## config.mk

```make
export PLATFORM = sky130hd
export DESIGN_NAME = param_micro_proc_flat
export DESIGN_NICKNAME = d
export VERILOG_FILES = /design/src/rtl/param_micro_proc_if.sv /design/src/rtl/param_micro_proc.sv /design/src/flat_wrapper.sv
export SDC_FILE = /design/constraint.sdc
export NUM_CORES = 1
export LEC_CHECK = 0
export CORE_MARGIN = 1
export CORE_UTILIZATION = 60
export CTS_CLUSTER_SIZE = 8
export DETAILED_ROUTE_END_ITERATION = 12
export HOLD_SLACK_MARGIN = 0.15
export PLACE_DENSITY = 0.82
export SLEW_MARGIN = 20
export SYNTH_ARGS = -nofsm -noshare
export SYNTH_HDL_FRONTEND = slang
export SYNTH_SLANG_ARGS = --single-unit
```

## constraint.sdc

```tcl
create_clock -name clk1 -period 5.4 [get_ports clk1]
set_clock_uncertainty 0.2 [all_clocks]
set_input_delay 0.81 -clock clk1 [delete_from_list [all_inputs] [get_ports clk1]]
set_output_delay 0.81 -clock clk1 [all_outputs]
set_load 0.05 [all_outputs]
```

## src/rtl/param_micro_proc_if.sv

```systemverilog
// Bus bundle for param_micro_proc: run control, program load port,
// keyboard handshake and architectural status.
interface param_micro_proc_if #(
    parameter int DW = 4,
    parameter int AW = 3
);
    logic          run;
    logic          prog_we;
    logic [AW-1:0] prog_addr;
    logic [DW+3:0] prog_data;
    logic [DW-1:0] kbd_data;
    logic          kbd_valid;
    logic          kbd_ready;
    logic [DW-1:0] DataOut;
    logic          out_valid;
    logic [DW-1:0] acc;
    logic          carry;
    logic          zero;
    logic [AW-1:0] pc;
    logic          halted;

    modport master (
        output run, prog_we, prog_addr, prog_data, kbd_data, kbd_valid,
        input  kbd_ready, DataOut, out_valid, acc, carry, zero, pc, halted
    );

    modport slave (
        input  run, prog_we, prog_addr, prog_data, kbd_data, kbd_valid,
        output kbd_ready, DataOut, out_valid, acc, carry, zero, pc, halted
    );
endinterface

```

## src/rtl/param_micro_proc.sv

```systemverilog
// Tiny accumulator machine: immediate-operand ISA, loadable program memory,
// keyboard input handshake and a single output register.
//
// state   | meaning
// --------+-----------------------------------------------------------
// IDLE    | waiting for run; program memory writable
// FETCH   | IR <= mem[pc], pc advances (wraps)
// DECODE  | one dead cycle, nothing architectural changes
// EXEC    | execute opcode held in IR
// WAIT_IN | kbd_ready high, waiting for kbd_valid to load acc
// HALT    | everything held; memory writable; run=0 returns to IDLE
module param_micro_proc #(
    parameter int DW = 4,
    parameter int AW = 3
) (
    input logic           clk1,
    input logic           MainClear,
    param_micro_proc_if.slave bus
);

    typedef enum logic [2:0] {
        IDLE    = 3'd0,
        FETCH   = 3'd1,
        DECODE  = 3'd2,
        EXEC    = 3'd3,
        WAIT_IN = 3'd4,
        HALT    = 3'd5
    } state_t;

    localparam logic [3:0] OP_ADD = 4'h1;
    localparam logic [3:0] OP_SUB = 4'h2;
    localparam logic [3:0] OP_OUT = 4'h3;
    localparam logic [3:0] OP_IN  = 4'h4;
    localparam logic [3:0] OP_LDA = 4'h5;
    localparam logic [3:0] OP_AND = 4'h6;
    localparam logic [3:0] OP_OR  = 4'h7;
    localparam logic [3:0] OP_JMP = 4'h8;
    localparam logic [3:0] OP_JZ  = 4'h9;
    localparam logic [3:0] OP_HLT = 4'hF;

    state_t        state, state_nxt;
    logic [DW+3:0] mem [2**AW];
    logic [DW+3:0] ir_q, ir_nxt;
    logic [AW-1:0] pc_q, pc_nxt;
    logic [DW-1:0] acc_q, acc_nxt;
    logic [DW-1:0] dout_q, dout_nxt;
    logic          carry_q, carry_nxt;
    logic          zero_q, zero_nxt;
    logic          outv_q, outv_nxt;
    logic          kbdr_q, halt_q;
    logic          zupd;

    logic [3:0]    opcode;
    logic [DW-1:0] operand;
    logic [DW:0]   sum, diff;

    assign opcode  = ir_q[DW+3:DW];
    assign operand = ir_q[DW-1:0];
    assign sum     = {1'b0, acc_q} + {1'b0, operand};
    // The extra MSB of the difference is the borrow out.
    assign diff    = {1'b0, acc_q} - {1'b0, operand};

    always_ff @(posedge clk1 or negedge MainClear) begin
        if (!MainClear) begin
            state <= IDLE;
        end else begin
            state <= state_nxt;
        end
    end

    always_comb begin
        state_nxt = state;
        pc_nxt    = pc_q;
        ir_nxt    = ir_q;
        acc_nxt   = acc_q;
        carry_nxt = carry_q;
        zero_nxt  = zero_q;
        dout_nxt  = dout_q;
        outv_nxt  = 1'b0;
        zupd      = 1'b0;
        case (state)
            IDLE: begin
                if (bus.run) begin
                    pc_nxt    = '0;
                    state_nxt = FETCH;
                end
            end
            FETCH: begin
                ir_nxt    = mem[pc_q];
                pc_nxt    = pc_q + 1'b1;
                state_nxt = DECODE;
            end
            DECODE: state_nxt = EXEC;
            EXEC: begin
                state_nxt = FETCH;
                case (opcode)
                    OP_ADD: begin {carry_nxt, acc_nxt} = sum;  zupd = 1'b1; end
                    OP_SUB: begin {carry_nxt, acc_nxt} = diff; zupd = 1'b1; end
                    OP_OUT: begin dout_nxt = acc_q; outv_nxt = 1'b1; end
                    OP_IN:  state_nxt = WAIT_IN;
                    OP_LDA: begin acc_nxt = operand;         zupd = 1'b1; end
                    OP_AND: begin acc_nxt = acc_q & operand; zupd = 1'b1; end
                    OP_OR:  begin acc_nxt = acc_q | operand; zupd = 1'b1; end
                    OP_JMP: pc_nxt = operand[AW-1:0];
                    OP_JZ:  if (zero_q) pc_nxt = operand[AW-1:0];
                    OP_HLT: state_nxt = HALT;
                    default: ;
                endcase
            end
            WAIT_IN: begin
                if (bus.kbd_valid) begin
                    acc_nxt   = bus.kbd_data;
                    zupd      = 1'b1;
                    state_nxt = FETCH;
                end
            end
            HALT: begin
                if (!bus.run) state_nxt = IDLE;
            end
            default: state_nxt = IDLE;
        endcase
        if (zupd) zero_nxt = (acc_nxt == '0);
    end

    // kbd_ready and halted are registered copies of the next state so they
    // are high for exactly the cycles spent in WAIT_IN / HALT.
    always_ff @(posedge clk1 or negedge MainClear) begin
        if (!MainClear) begin
            pc_q    <= '0;
            ir_q    <= '0;
            acc_q   <= '0;
            dout_q  <= '0;
            carry_q <= 1'b0;
            zero_q  <= 1'b0;
            outv_q  <= 1'b0;
            kbdr_q  <= 1'b0;
            halt_q  <= 1'b0;
        end else begin
            pc_q    <= pc_nxt;
            ir_q    <= ir_nxt;
            acc_q   <= acc_nxt;
            dout_q  <= dout_nxt;
            carry_q <= carry_nxt;
            zero_q  <= zero_nxt;
            outv_q  <= outv_nxt;
            kbdr_q  <= (state_nxt == WAIT_IN);
            halt_q  <= (state_nxt == HALT);
        end
    end

    always_ff @(posedge clk1 or negedge MainClear) begin
        if (!MainClear) begin
            for (int i = 0; i < 2**AW; i++) mem[AW'(i)] <= '0;
        end else if (bus.prog_we && (state == IDLE || state == HALT)) begin
            mem[bus.prog_addr] <= bus.prog_data;
        end
    end

    assign bus.kbd_ready = kbdr_q;
    assign bus.DataOut   = dout_q;
    assign bus.out_valid = outv_q;
    assign bus.acc       = acc_q;
    assign bus.carry     = carry_q;
    assign bus.zero      = zero_q;
    assign bus.pc        = pc_q;
    assign bus.halted    = halt_q;

endmodule

```

## src/flat_wrapper.sv

```systemverilog
// flat-port wrapper written by rule: the top's interface ports become plain ports
module param_micro_proc_flat 
#(
    parameter int DW = 4,
    parameter int AW = 3
)
  (clk1, MainClear, bus_run, bus_prog_we, bus_prog_addr, bus_prog_data, bus_kbd_data, bus_kbd_valid, bus_kbd_ready, bus_DataOut, bus_out_valid, bus_acc, bus_carry, bus_zero, bus_pc, bus_halted);
  param_micro_proc_if #(.DW(DW), .AW(AW)) bus_i ();
  input logic clk1;
  input logic MainClear;
  input wire logic [$bits(bus_i.run)-1:0] bus_run;
  input wire logic [$bits(bus_i.prog_we)-1:0] bus_prog_we;
  input wire logic [$bits(bus_i.prog_addr)-1:0] bus_prog_addr;
  input wire logic [$bits(bus_i.prog_data)-1:0] bus_prog_data;
  input wire logic [$bits(bus_i.kbd_data)-1:0] bus_kbd_data;
  input wire logic [$bits(bus_i.kbd_valid)-1:0] bus_kbd_valid;
  output wire logic [$bits(bus_i.kbd_ready)-1:0] bus_kbd_ready;
  output wire logic [$bits(bus_i.DataOut)-1:0] bus_DataOut;
  output wire logic [$bits(bus_i.out_valid)-1:0] bus_out_valid;
  output wire logic [$bits(bus_i.acc)-1:0] bus_acc;
  output wire logic [$bits(bus_i.carry)-1:0] bus_carry;
  output wire logic [$bits(bus_i.zero)-1:0] bus_zero;
  output wire logic [$bits(bus_i.pc)-1:0] bus_pc;
  output wire logic [$bits(bus_i.halted)-1:0] bus_halted;
  assign bus_i.run = bus_run;
  assign bus_i.prog_we = bus_prog_we;
  assign bus_i.prog_addr = bus_prog_addr;
  assign bus_i.prog_data = bus_prog_data;
  assign bus_i.kbd_data = bus_kbd_data;
  assign bus_i.kbd_valid = bus_kbd_valid;
  assign bus_kbd_ready = bus_i.kbd_ready;
  assign bus_DataOut = bus_i.DataOut;
  assign bus_out_valid = bus_i.out_valid;
  assign bus_acc = bus_i.acc;
  assign bus_carry = bus_i.carry;
  assign bus_zero = bus_i.zero;
  assign bus_pc = bus_i.pc;
  assign bus_halted = bus_i.halted;
  param_micro_proc #(.DW(DW), .AW(AW)) u_core (.clk1(clk1), .MainClear(MainClear), .bus(bus_i));
endmodule
```

==> results.sh, run 1 <==
export IMPL_synth_edf_count=32
export IMPL_hpwl_mm=6.45
export IMPL_synth_compound_area_share_pct=8.35
export IMPL_grtUsageTotal_pct=25.5
export IMPL_synth_nets=392
export IMPL_critPathLaunchType="register"
export IMPL_hold_buffers=0
export IMPL_peakVddDrop_mv=0.246
export IMPL_cts_buffers=9
export IMPL_synthCells=357
export IMPL_finalCriticalPeriod_ns=3.21
export IMPL_grt_overflow=0
export IMPL_r2r_cells=4
export IMPL_max_stage_delay_ns=0.95
export IMPL_ys_seq_area_share_pct=54.0
export IMPL_yosys_area_share_xor_xnor_pct=0.777
export IMPL_ioPinCount=36
export IMPL_synthFlopType="dfrtp_1"
export IMPL_avgSynthCellArea_um2=12.6
export IMPL_cts_resized=0
export IMPL_clkLatencyLatePin_ns=0.35
export IMPL_crit_required_ns=4.39
export IMPL_drt_iter0_markers=115
export IMPL_synth_seq_cells=91
export IMPL_path_depth=1
export IMPL_die_area_mm2=0.00787
export IMPL_antenna_found_initial=0
export IMPL_leakagePower_nw=2.06
export IMPL_vias_per_cell=5.97
export IMPL_rows=31
export IMPL_synth_warnings=0
export IMPL_drv_cap=0
export IMPL_start_util_pct=62.2
export IMPL_syn2layout_area_growth_pct=13.0
export IMPL_synth_async_reset_ratio_pct=64.8
export IMPL_totalWireLength_mm=8.95
export IMPL_setup_viol=0
export IMPL_cts_htree_levels=3
export IMPL_yosysTopAreaCellShare_pct=32.7
export IMPL_place_gp_congestion=0.869
export IMPL_hold_viol=0
export IMPL_synthSimpleGateAreaFrac_pct=11.4
export IMPL_fin_crit_sh_pct=59.4
export IMPL_grt_pass1_vias=2954
export IMPL_clk_pin_slew_ns=0.10
export IMPL_synth_common_cells="dfrtp_1, nand2_1, mux2_2"
export IMPL_path_class="reg -> out"
export IMPL_yosysTopAreaCell="dfrtp_1"
export IMPL_layout_drive_gt1_share_pct=20.2
export IMPL_cts_buffer_depth=2
export IMPL_diodes=0
export IMPL_drcViolationCount=0
export IMPL_synth_top_family_by_area="multiplexers"
export IMPL_worstMarginPinSlew_ns=1.09
export IMPL_dr_pass1_iters=4
export IMPL_status="finished, final reports clean"
export IMPL_drv_slew=0
export IMPL_synth_most_common_cell="dfrtp_1"
export IMPL_wl_per_cell_um=18.2
export IMPL_cp_cell_sequence="clkdlybuf4s50_1"
export IMPL_grt_first_pass_wirelength_mm=14.6
export IMPL_cts_setup_buffers=0
export IMPL_die_h_um=88.7
export IMPL_end_kind="output port"
export IMPL_die_x_um=88.7
export IMPL_port_buffers=35
export IMPL_hold_ws_ns=0.155
export IMPL_cts_tree="done"
export IMPL_cts_sinks=91
export IMPL_rsz0062_at_grt="false"
export IMPL_nets=422
export IMPL_ant_nets=0
export IMPL_synthMuxAreaShare_pct=17.6
export IMPL_root_buffer="clkbuf_8"
export IMPL_netlist_area_mm2=0.00451
export IMPL_worst_path_max_fanout=19
export IMPL_finalSetupTns_ns=0
export IMPL_fmax_mhz=312
export IMPL_crit_path_top_delay_cell="clkdlybuf4s50_1"
export IMPL_grt_max_degree=48
export IMPL_power_density_mw_per_mm2=569
export IMPL_yosys_top_cells_area="dfrtp_1, edfxtp_1, mux2_2, mux4_2, ha_1"
export IMPL_vias=2931
export IMPL_core_area_mm2=0.00725
export IMPL_synth_fa_ha_area_share_pct=4.49
export IMPL_slew_headroom_pct=26.6
export IMPL_cp_num_buf_inv=1
export IMPL_critPathArrivalTime_ns=2.20
export IMPL_synth_cell_types=57
export IMPL_cpLargestDelayFamily="buffers and inverters"
export IMPL_hp_class="in -> async"
[per-layer routing]
layer	vias up	track usage, %	wire length [um]	part of all wire [%]
met5	-	0	0	0
met4	0	11.4	200	2.2
met3	18	3.82	441	4.9
met2	98	43.1	4650	52
met1	1450	33.0	3660	41
li1	1365	-	-	-
[placed cells by master (no fill, tap or decap), types with 3 or more instances in the layout]
master	count
nand2b_1	4
dfrtp_1	59
mux4_2	16
nor2b_1	4
nor3_1	3
clkdlybuf4s50_1	34
o22ai_1	3
mux2_2	35
ha_1	13
nor2_1	31
a31oi_1	10
o21ai_0	10
xnor2_1	3
inv_1	16
nand2_1	37
clkbuf_8	9
a21oi_1	10
mux2i_1	4
edfxtp_1	32
[power breakdown]
part | leakage (nW) | switching [mW] | internal (mW) | total, mW
logic | 0.932 | 0.676 | 0.615 | 1.29
clock network | 0.0913 | 0.252 | 0.178 | 0.430
registers | 1.03 | 0.255 | 0.924 | 1.18
total | 2.06 | 1.18 | 1.72 | 2.90
[cell families (layout without fill, tap and decap cells)]
family / count (synthesis) / count (layout)
XOR/XNOR: 4 / 4
multiplexers: 55 / 55
AND/OR/NAND/NOR: 101 / 101
adder cells (fa/ha/maj): 15 / 15
buffers and inverters: 35 / 70
AO/OA/AOI/OAI: 56 / 56
flip-flops: 91 / 91
[flip-flops by register name (all words and copies together), names as in the netlist]
register / cells
u_core.mem: 64
u_core.ir_q: 8
u_core.bus.halted: 1
u_core.bus.carry: 1
u_core.state: 3
u_core.bus.pc: 3
u_core.bus.zero: 1
u_core.bus.out_valid: 1
u_core.bus.kbd_ready: 1
u_core.bus.DataOut: 4
u_core.bus.acc: 4
[worst paths after layout]
kind	start	endpoint	slack, ns
max in group asynchronous	MainClear	u_core.mem[58]	3.89
min reg2reg	u_core.bus.DataOut[1]	u_core.bus.DataOut[1]	0.30
max	u_core.bus.pc[1]	bus_pc[1]	2.19
min in group clk1	u_core.bus.DataOut[1]	u_core.bus.DataOut[1]	0.30
max reg2reg	u_core.state[0]	u_core.mem[19]	2.68
min	MainClear	u_core.mem[47]	0.16
[layout make-up]
cell class | count | area [um^2]
flip-flops and latches | 91 | 2440
fillers | 520 | 2150
multi-input cells | 231 | 1930
repair buffers | 37 | 360
clock buffers | 10 | 128
well taps | 99 | 124
inverters | 17 | 63.8
clock inverters | 6 | 56.3
[stage by stage]
step	power (mW)	worst slack, ns	area (um^2)	instances	utilization [%]
after CTS	2.92	2.16	5090	491	70.2
after global routing	3.10	2.11	5100	491	70.3
after detailed placement	2.48	2.10	4910	475	67.7
final	2.90	2.19	5100	491	70.3
after global placement	2.42	2.24	4910	475	67.7
after floorplan	2.14	2.67	4510	357	-
No activity file was read; power rests on OpenSTA's default activity.
==> inputs of run 2 (changes only) <==
Settings changed: CORE_UTILIZATION 60 to 58, PLACE_DENSITY 0.82 to 0.8.
Clock period 5.4 ns to 3.2 ns, I/O delays scaled along.
==> run 2 against run 1 <==
  * Final area grew 2.4%
  * Cell count grew 1.6%
  * Core utilization grew 0.52 points
  * First-iteration DRC count grew 28%
  * Critical endpoint is now u_core.bus.zero
==> results.sh, run 2 (synthesis gave the netlist of run 1 again) <==
export IMPL_setup_viol=0
export IMPL_diodes=0
export IMPL_wl_per_cell_um=17.9
export IMPL_cpLargestDelayFamily="compound AO/OA/AOI/OAI gates"
export IMPL_cts_resized=0
export IMPL_layout_drive_gt1_share_pct=21.3
export IMPL_ant_nets=0
export IMPL_fillCellCount=524
export IMPL_rows=31
export IMPL_dp_cells=482
export IMPL_start_util_pct=61.2
export IMPL_clk_pin_slew_ns=0.09
export IMPL_vias=2952
export IMPL_final_cell_area_mm2=0.00522
export IMPL_place_gp_congestion=0.873
export IMPL_final_cells=499
export IMPL_finalCriticalPeriod_ns=2.66
export IMPL_hpwl_mm=6.47
export IMPL_core_area_mm2=0.00737
export IMPL_multi_input_area_mm2=0.00192
export IMPL_root_buffer="clkbuf_8"
export IMPL_cp_cell_sequence="inv_1 -> ha_1 -> fa_1 -> nor3b_1 -> o21ai_0 -> a221oi_1 -> a21oi_1 -> o31ai_1"
export IMPL_path_class="reg -> reg"
export IMPL_power_density_mw_per_mm2=980
export IMPL_min_path_cells=2
export IMPL_fmax_mhz=376
export IMPL_cts_buffers=9
export IMPL_rr_endpoint="u_core.bus.zero"
export IMPL_grt_overflow=0
export IMPL_worst_path_max_fanout=4
export IMPL_worstMarginPinSlew_ns=0.678
export IMPL_syn2layout_area_growth_pct=15.7
export IMPL_setup_ws_ns=0.537
export IMPL_regArea_mm2=0.00244
export IMPL_drt_iter0_markers=147
export IMPL_end_kind="register"
export IMPL_drv_slew=0
export IMPL_antenna_found_initial=0
export IMPL_cts_tree="done"
export IMPL_grt_pass1_vias=3002
export IMPL_vias_per_cell=5.92
export IMPL_die_h_um=90.2
export IMPL_reg2reg_from="u_core.bus.acc[0]"
export IMPL_most_common_layout_cells="dfrtp_1, nand2_1, mux2_2, clkdlybuf4s50_1, edfxtp_1"
export IMPL_crit_path_top_delay_cell="fa_1"
export IMPL_largest_register_ffs=64
export IMPL_die_x_um=90.2
export IMPL_cts_htree_levels=3
export IMPL_drv_cap=0
export IMPL_clkLatencyLatePin_ns=0.35
export IMPL_grt_max_degree=32
export IMPL_crit_required_ns=3.25
export IMPL_r2r_cells=8
export IMPL_max_stage_delay_ns=0.48
export IMPL_hold_end="u_core.bus.DataOut[3]"
export IMPL_die_area_mm2=0.00813
export IMPL_r2r_slack_ns=0.54
export IMPL_hold_viol=0
export IMPL_critPathArrivalTime_ns=2.71
export IMPL_ioPinCount=36
export IMPL_dpl_worst_slack_ns=0.487
export IMPL_rsz0062_at_grt="false"
export IMPL_layout_commonest_cell="dfrtp_1"
export IMPL_grt_first_pass_wirelength_mm=14.9
export IMPL_cts_buffer_depth=2
export IMPL_status="finished, final reports clean"
export IMPL_leakagePower_nw=2.13
export IMPL_top_register="u_core.mem"
export IMPL_port_buffers=35
export IMPL_totalWireLength_mm=8.92
export IMPL_cp_num_buf_inv=1
export IMPL_placed_cell_area_mm2=0.00496
export IMPL_dr_pass1_iters=4
export IMPL_grtUsageTotal_pct=24.0
export IMPL_critPathLaunchType="register"
export IMPL_nets=430
export IMPL_drcViolationCount=0
export IMPL_cts_sinks=91
export IMPL_slew_headroom_pct=54.8
export IMPL_fin_crit_sh_pct=83.2
export IMPL_worstHoldStart="u_core.bus.DataOut[3]"
export IMPL_finalSetupTns_ns=0
export IMPL_hp_class="reg -> reg"
export IMPL_peakVddDrop_mv=0.572
export IMPL_reg_largest_list="u_core.mem (64), u_core.ir_q (8)"
==> run 2: cell count changes in the layout (fill, tap and decap cells not counted), sizes merged <==
cell and change:
clkinvlp -1, bufinv +3, clkbuf -1, clkinv +1, inv -2, buf +7
dlygate4sd3 +1
==> run 2: timing repair <==
item / in CTS / in global routing
hold buffers: 1 / 0
endpoints found under the setup margin: 0 / 0
buffers inserted: 0 / 0
hold endpoints to repair: 59 / 0
==> run 2: worst reg2reg max path, delay by kind of cell (launching register included) <==
family                   cells  cell delay (ns)
AO/OA/AOI/OAI                4             0.96
buffers and inverters        1             0.11
adder cells (fa/ha/maj)      2             0.72
flip-flops                   1             0.40
AND/OR/NAND/NOR              1             0.16
==> run 2: area by class of cell <==
class | instances | area share, %
clock inverters | 7 | 2.35
multi-input cells | 231 | 36.9
repair buffers | 45 | 8.10
flip-flops and latches | 91 | 46.7
well taps | 99 | 2.37
clock buffers | 9 | 2.37
inverters | 17 | 1.22
==> run 2: worst max-delay path by stage <==
stage	from	to	slack (ns)	cells past startpoint
finish	u_core.bus.acc[0]	u_core.bus.zero	0.54	8
global route	u_core.bus.acc[0]	u_core.bus.zero	0.37	8
CTS	u_core.bus.acc[0]	u_core.bus.zero	0.52	8
detailed placement	bus_prog_we	u_core.mem[47]	0.49	5
global placement	u_core.bus.acc[0]	u_core.bus.zero	0.53	8
floorplan	u_core.bus.acc[0]	u_core.bus.zero	0.47	8
==> run 2: metrics by stage <==
stage          util [%]  total power [mW]  hold slack (ns)
6_report           70.8              5.11            0.292
5_1_grt            70.8              5.46            0.318
4_1_cts            70.8              5.14            0.294
3_5_place_dp       67.3              4.21            0.273
3_3_place_gp       67.3              4.12            0.263
2_1_floorplan         -              3.61          -0.0156
==> run 2: per-layer routing <==
layer,global-route usage (%),routed length [um]
met1,29.1,3710
met2,41.4,4700
met3,5.25,331
met4,10.2,186
met5,0,0
==> run 2: report_power, final <==
group	total, mW	internal (mW)	switching (mW)
sequential	1.95	1.56	0.394
clock	0.929	0.526	0.403
combinational	2.23	1.05	1.18
total	5.11	3.14	1.98
==> inputs of run 3 (changes only) <==
Clock period 3.2 ns to 2.7 ns, I/O delays scaled along.
==> run 3 against run 2 <==
  * Combinational power is 25% higher
  * Highest routed layer unchanged
  * Largest power group unchanged
  * Global-route usage is 0.55 points higher
  * Maximum frequency is 6.0% higher
  * Clock power is 24% higher
  * Final area is 1.2% higher
  * Via count is 0.54% higher
  * Sequential power is 16% higher
  * Sequential cell count stayed put
  * Register-to-register slack worse by 0.35 ns
  * Die area stayed put
==> results.sh, run 3 (synthesis gave the netlist of run 1 again) <==
export IMPL_regArea_mm2=0.00244
export IMPL_rows=31
export IMPL_hp_class="reg -> reg"
export IMPL_drv_slew=0
export IMPL_critPathLaunchType="register"
export IMPL_nets=436
export IMPL_ioPinCount=36
export IMPL_vias=2968
export IMPL_finalSetupTns_ns=0
export IMPL_setup_viol=0
export IMPL_core_area_mm2=0.00737
export IMPL_grt_first_pass_wirelength_mm=15.1
export IMPL_grtUsageTotal_pct=24.5
export IMPL_antenna_found_initial=0
export IMPL_cts_buffers=9
export IMPL_peakVddDrop_mv=0.578
export IMPL_syn2layout_area_growth_pct=17.1
export IMPL_status="finished, final reports clean"
export IMPL_drt_iter0_markers=221
export IMPL_slew_headroom_pct=52.4
export IMPL_dpl_worst_slack_ns=0.107
export IMPL_die_x_um=90.2
export IMPL_r2r_slack_ns=0.19
export IMPL_fillCellCount=514
export IMPL_worstHoldStart="u_core.bus.DataOut[1]"
export IMPL_cts_setup_buffers=0
export IMPL_wl_per_cell_um=18.3
export IMPL_startpoint="u_core.bus.acc[0]"
export IMPL_reg2reg_from="u_core.bus.acc[0]"
export IMPL_place_gp_congestion=0.915
export IMPL_port_buffers=35
export IMPL_worstMarginPinSlew_ns=0.714
export IMPL_end_kind="register"
export IMPL_cp_cell_sequence="inv_1 -> ha_1 -> fa_1 -> xnor2_1 -> o22ai_1 -> a2111oi_2 -> o211ai_1 -> o31ai_1"
export IMPL_ant_nets=0
export IMPL_diodes=0
export IMPL_hold_viol=0
export IMPL_clk_pin_slew_ns=0.10
export IMPL_root_buffer="clkbuf_8"
export IMPL_grt_max_degree=33
export IMPL_final_util_pct=71.7
export IMPL_die_h_um=90.2
export IMPL_dr_pass1_iters=4
export IMPL_top_register="u_core.mem"
export IMPL_largest_register_ffs=64
export IMPL_reg_largest_list="u_core.mem (64), u_core.ir_q (8)"
export IMPL_crit_path_top_delay_cell="a2111oi_2"
export IMPL_layout_commonest_cell="dfrtp_1"
export IMPL_most_common_layout_cells="dfrtp_1, nand2_1, mux2_2, clkdlybuf4s50_1, edfxtp_1"
export IMPL_cts_buffer_depth=2
export IMPL_die_area_mm2=0.00813
export IMPL_cts_tree="done"
export IMPL_multi_input_area_mm2=0.00194
export IMPL_cts_htree_levels=3
export IMPL_hpwl_mm=6.55
export IMPL_cpLargestDelayFamily="compound AO/OA/AOI/OAI gates"
export IMPL_worst_path_max_fanout=4
export IMPL_finalCriticalPeriod_ns=2.51
export IMPL_setup_ws_ns=0.187
export IMPL_start_util_pct=61.2
export IMPL_vias_per_cell=5.88
export IMPL_max_stage_delay_ns=0.42
export IMPL_clkLatencyLatePin_ns=0.36
export IMPL_rsz0062_at_grt="false"
export IMPL_grt_pass1_vias=3057
export IMPL_fin_crit_sh_pct=93.1
export IMPL_cts_sinks=91
export IMPL_fmax_mhz=398
export IMPL_grt_overflow=0
export IMPL_leakagePower_nw=2.16
export IMPL_crit_required_ns=2.76
export IMPL_drcViolationCount=0
export IMPL_power_density_mw_per_mm2=1170
export IMPL_totalWireLength_mm=9.27
export IMPL_path_class="reg -> reg"
export IMPL_layout_drive_gt1_share_pct=23.6
export IMPL_critPathArrivalTime_ns=2.58
export IMPL_drv_cap=0
export IMPL_cp_num_buf_inv=1
-- run 3: layout make-up --
cell class	count	share of cell area, %
tap	99	2.34
clock inverter	6	2.23
timing repair buffer	51	8.81
multi-input combinational	231	36.6
sequential	91	46.2
inverter	17	1.21
clock buffer	10	2.61
-- run 3: path summary, 6_finish.rpt --
path | endpoint | cells after the start
max in group asynchronous | u_core.mem[48] | 3
worst min-delay path | u_core.bus.DataOut[1] | 2
worst min register to register | u_core.bus.DataOut[1] | 2
worst max register to register | u_core.bus.zero | 8
worst max-delay path | u_core.bus.zero | 8
min in group asynchronous | u_core.state[2] | 3
-- run 3: layer usage --
metal	routed length, um	vias to the layer above	track usage (%)
li1	-	1391	-
met1	3780	1478	29.9
met2	4930	80	42.9
met3	336	19	4.31
met4	212	0	10.9
met5	0	-	0
-- run 3: what timing repair did --
| action | CTS | global route |
|---|---|---|
| endpoints found under the hold margin | 59 | 0 |
| hold buffers | 1 | 0 |
| resized for setup | 0 | 2 |
| endpoints found under the setup margin | 0 | 2 |
-- run 3: power by group --
group | total (mW) | internal, mW | switching [mW]
clock network | 1.15 | 0.650 | 0.499
registers | 2.27 | 1.85 | 0.417
logic | 2.79 | 1.29 | 1.50
total | 6.20 | 3.79 | 2.42
-- run 3: through the flow --
step	hold WS, ns	power (mW)	area, um^2	cells
final	0.286	6.20	5280	505
after global routing	0.318	6.57	5280	505
after CTS	0.292	6.20	5270	505
after detailed placement	0.271	5.03	5010	488
after global placement	0.264	4.93	5010	488
after floorplan	-0.0906	4.28	4510	357
-- run 3: worst register-to-register path: stages, from the launching register on --
cell       delay [ns]
dfrtp_2          0.39
inv_1            0.10
ha_1             0.24
fa_1             0.41
xnor2_1          0.17
o22ai_1          0.11
a2111oi_2        0.42
o211ai_1         0.17
o31ai_1          0.21
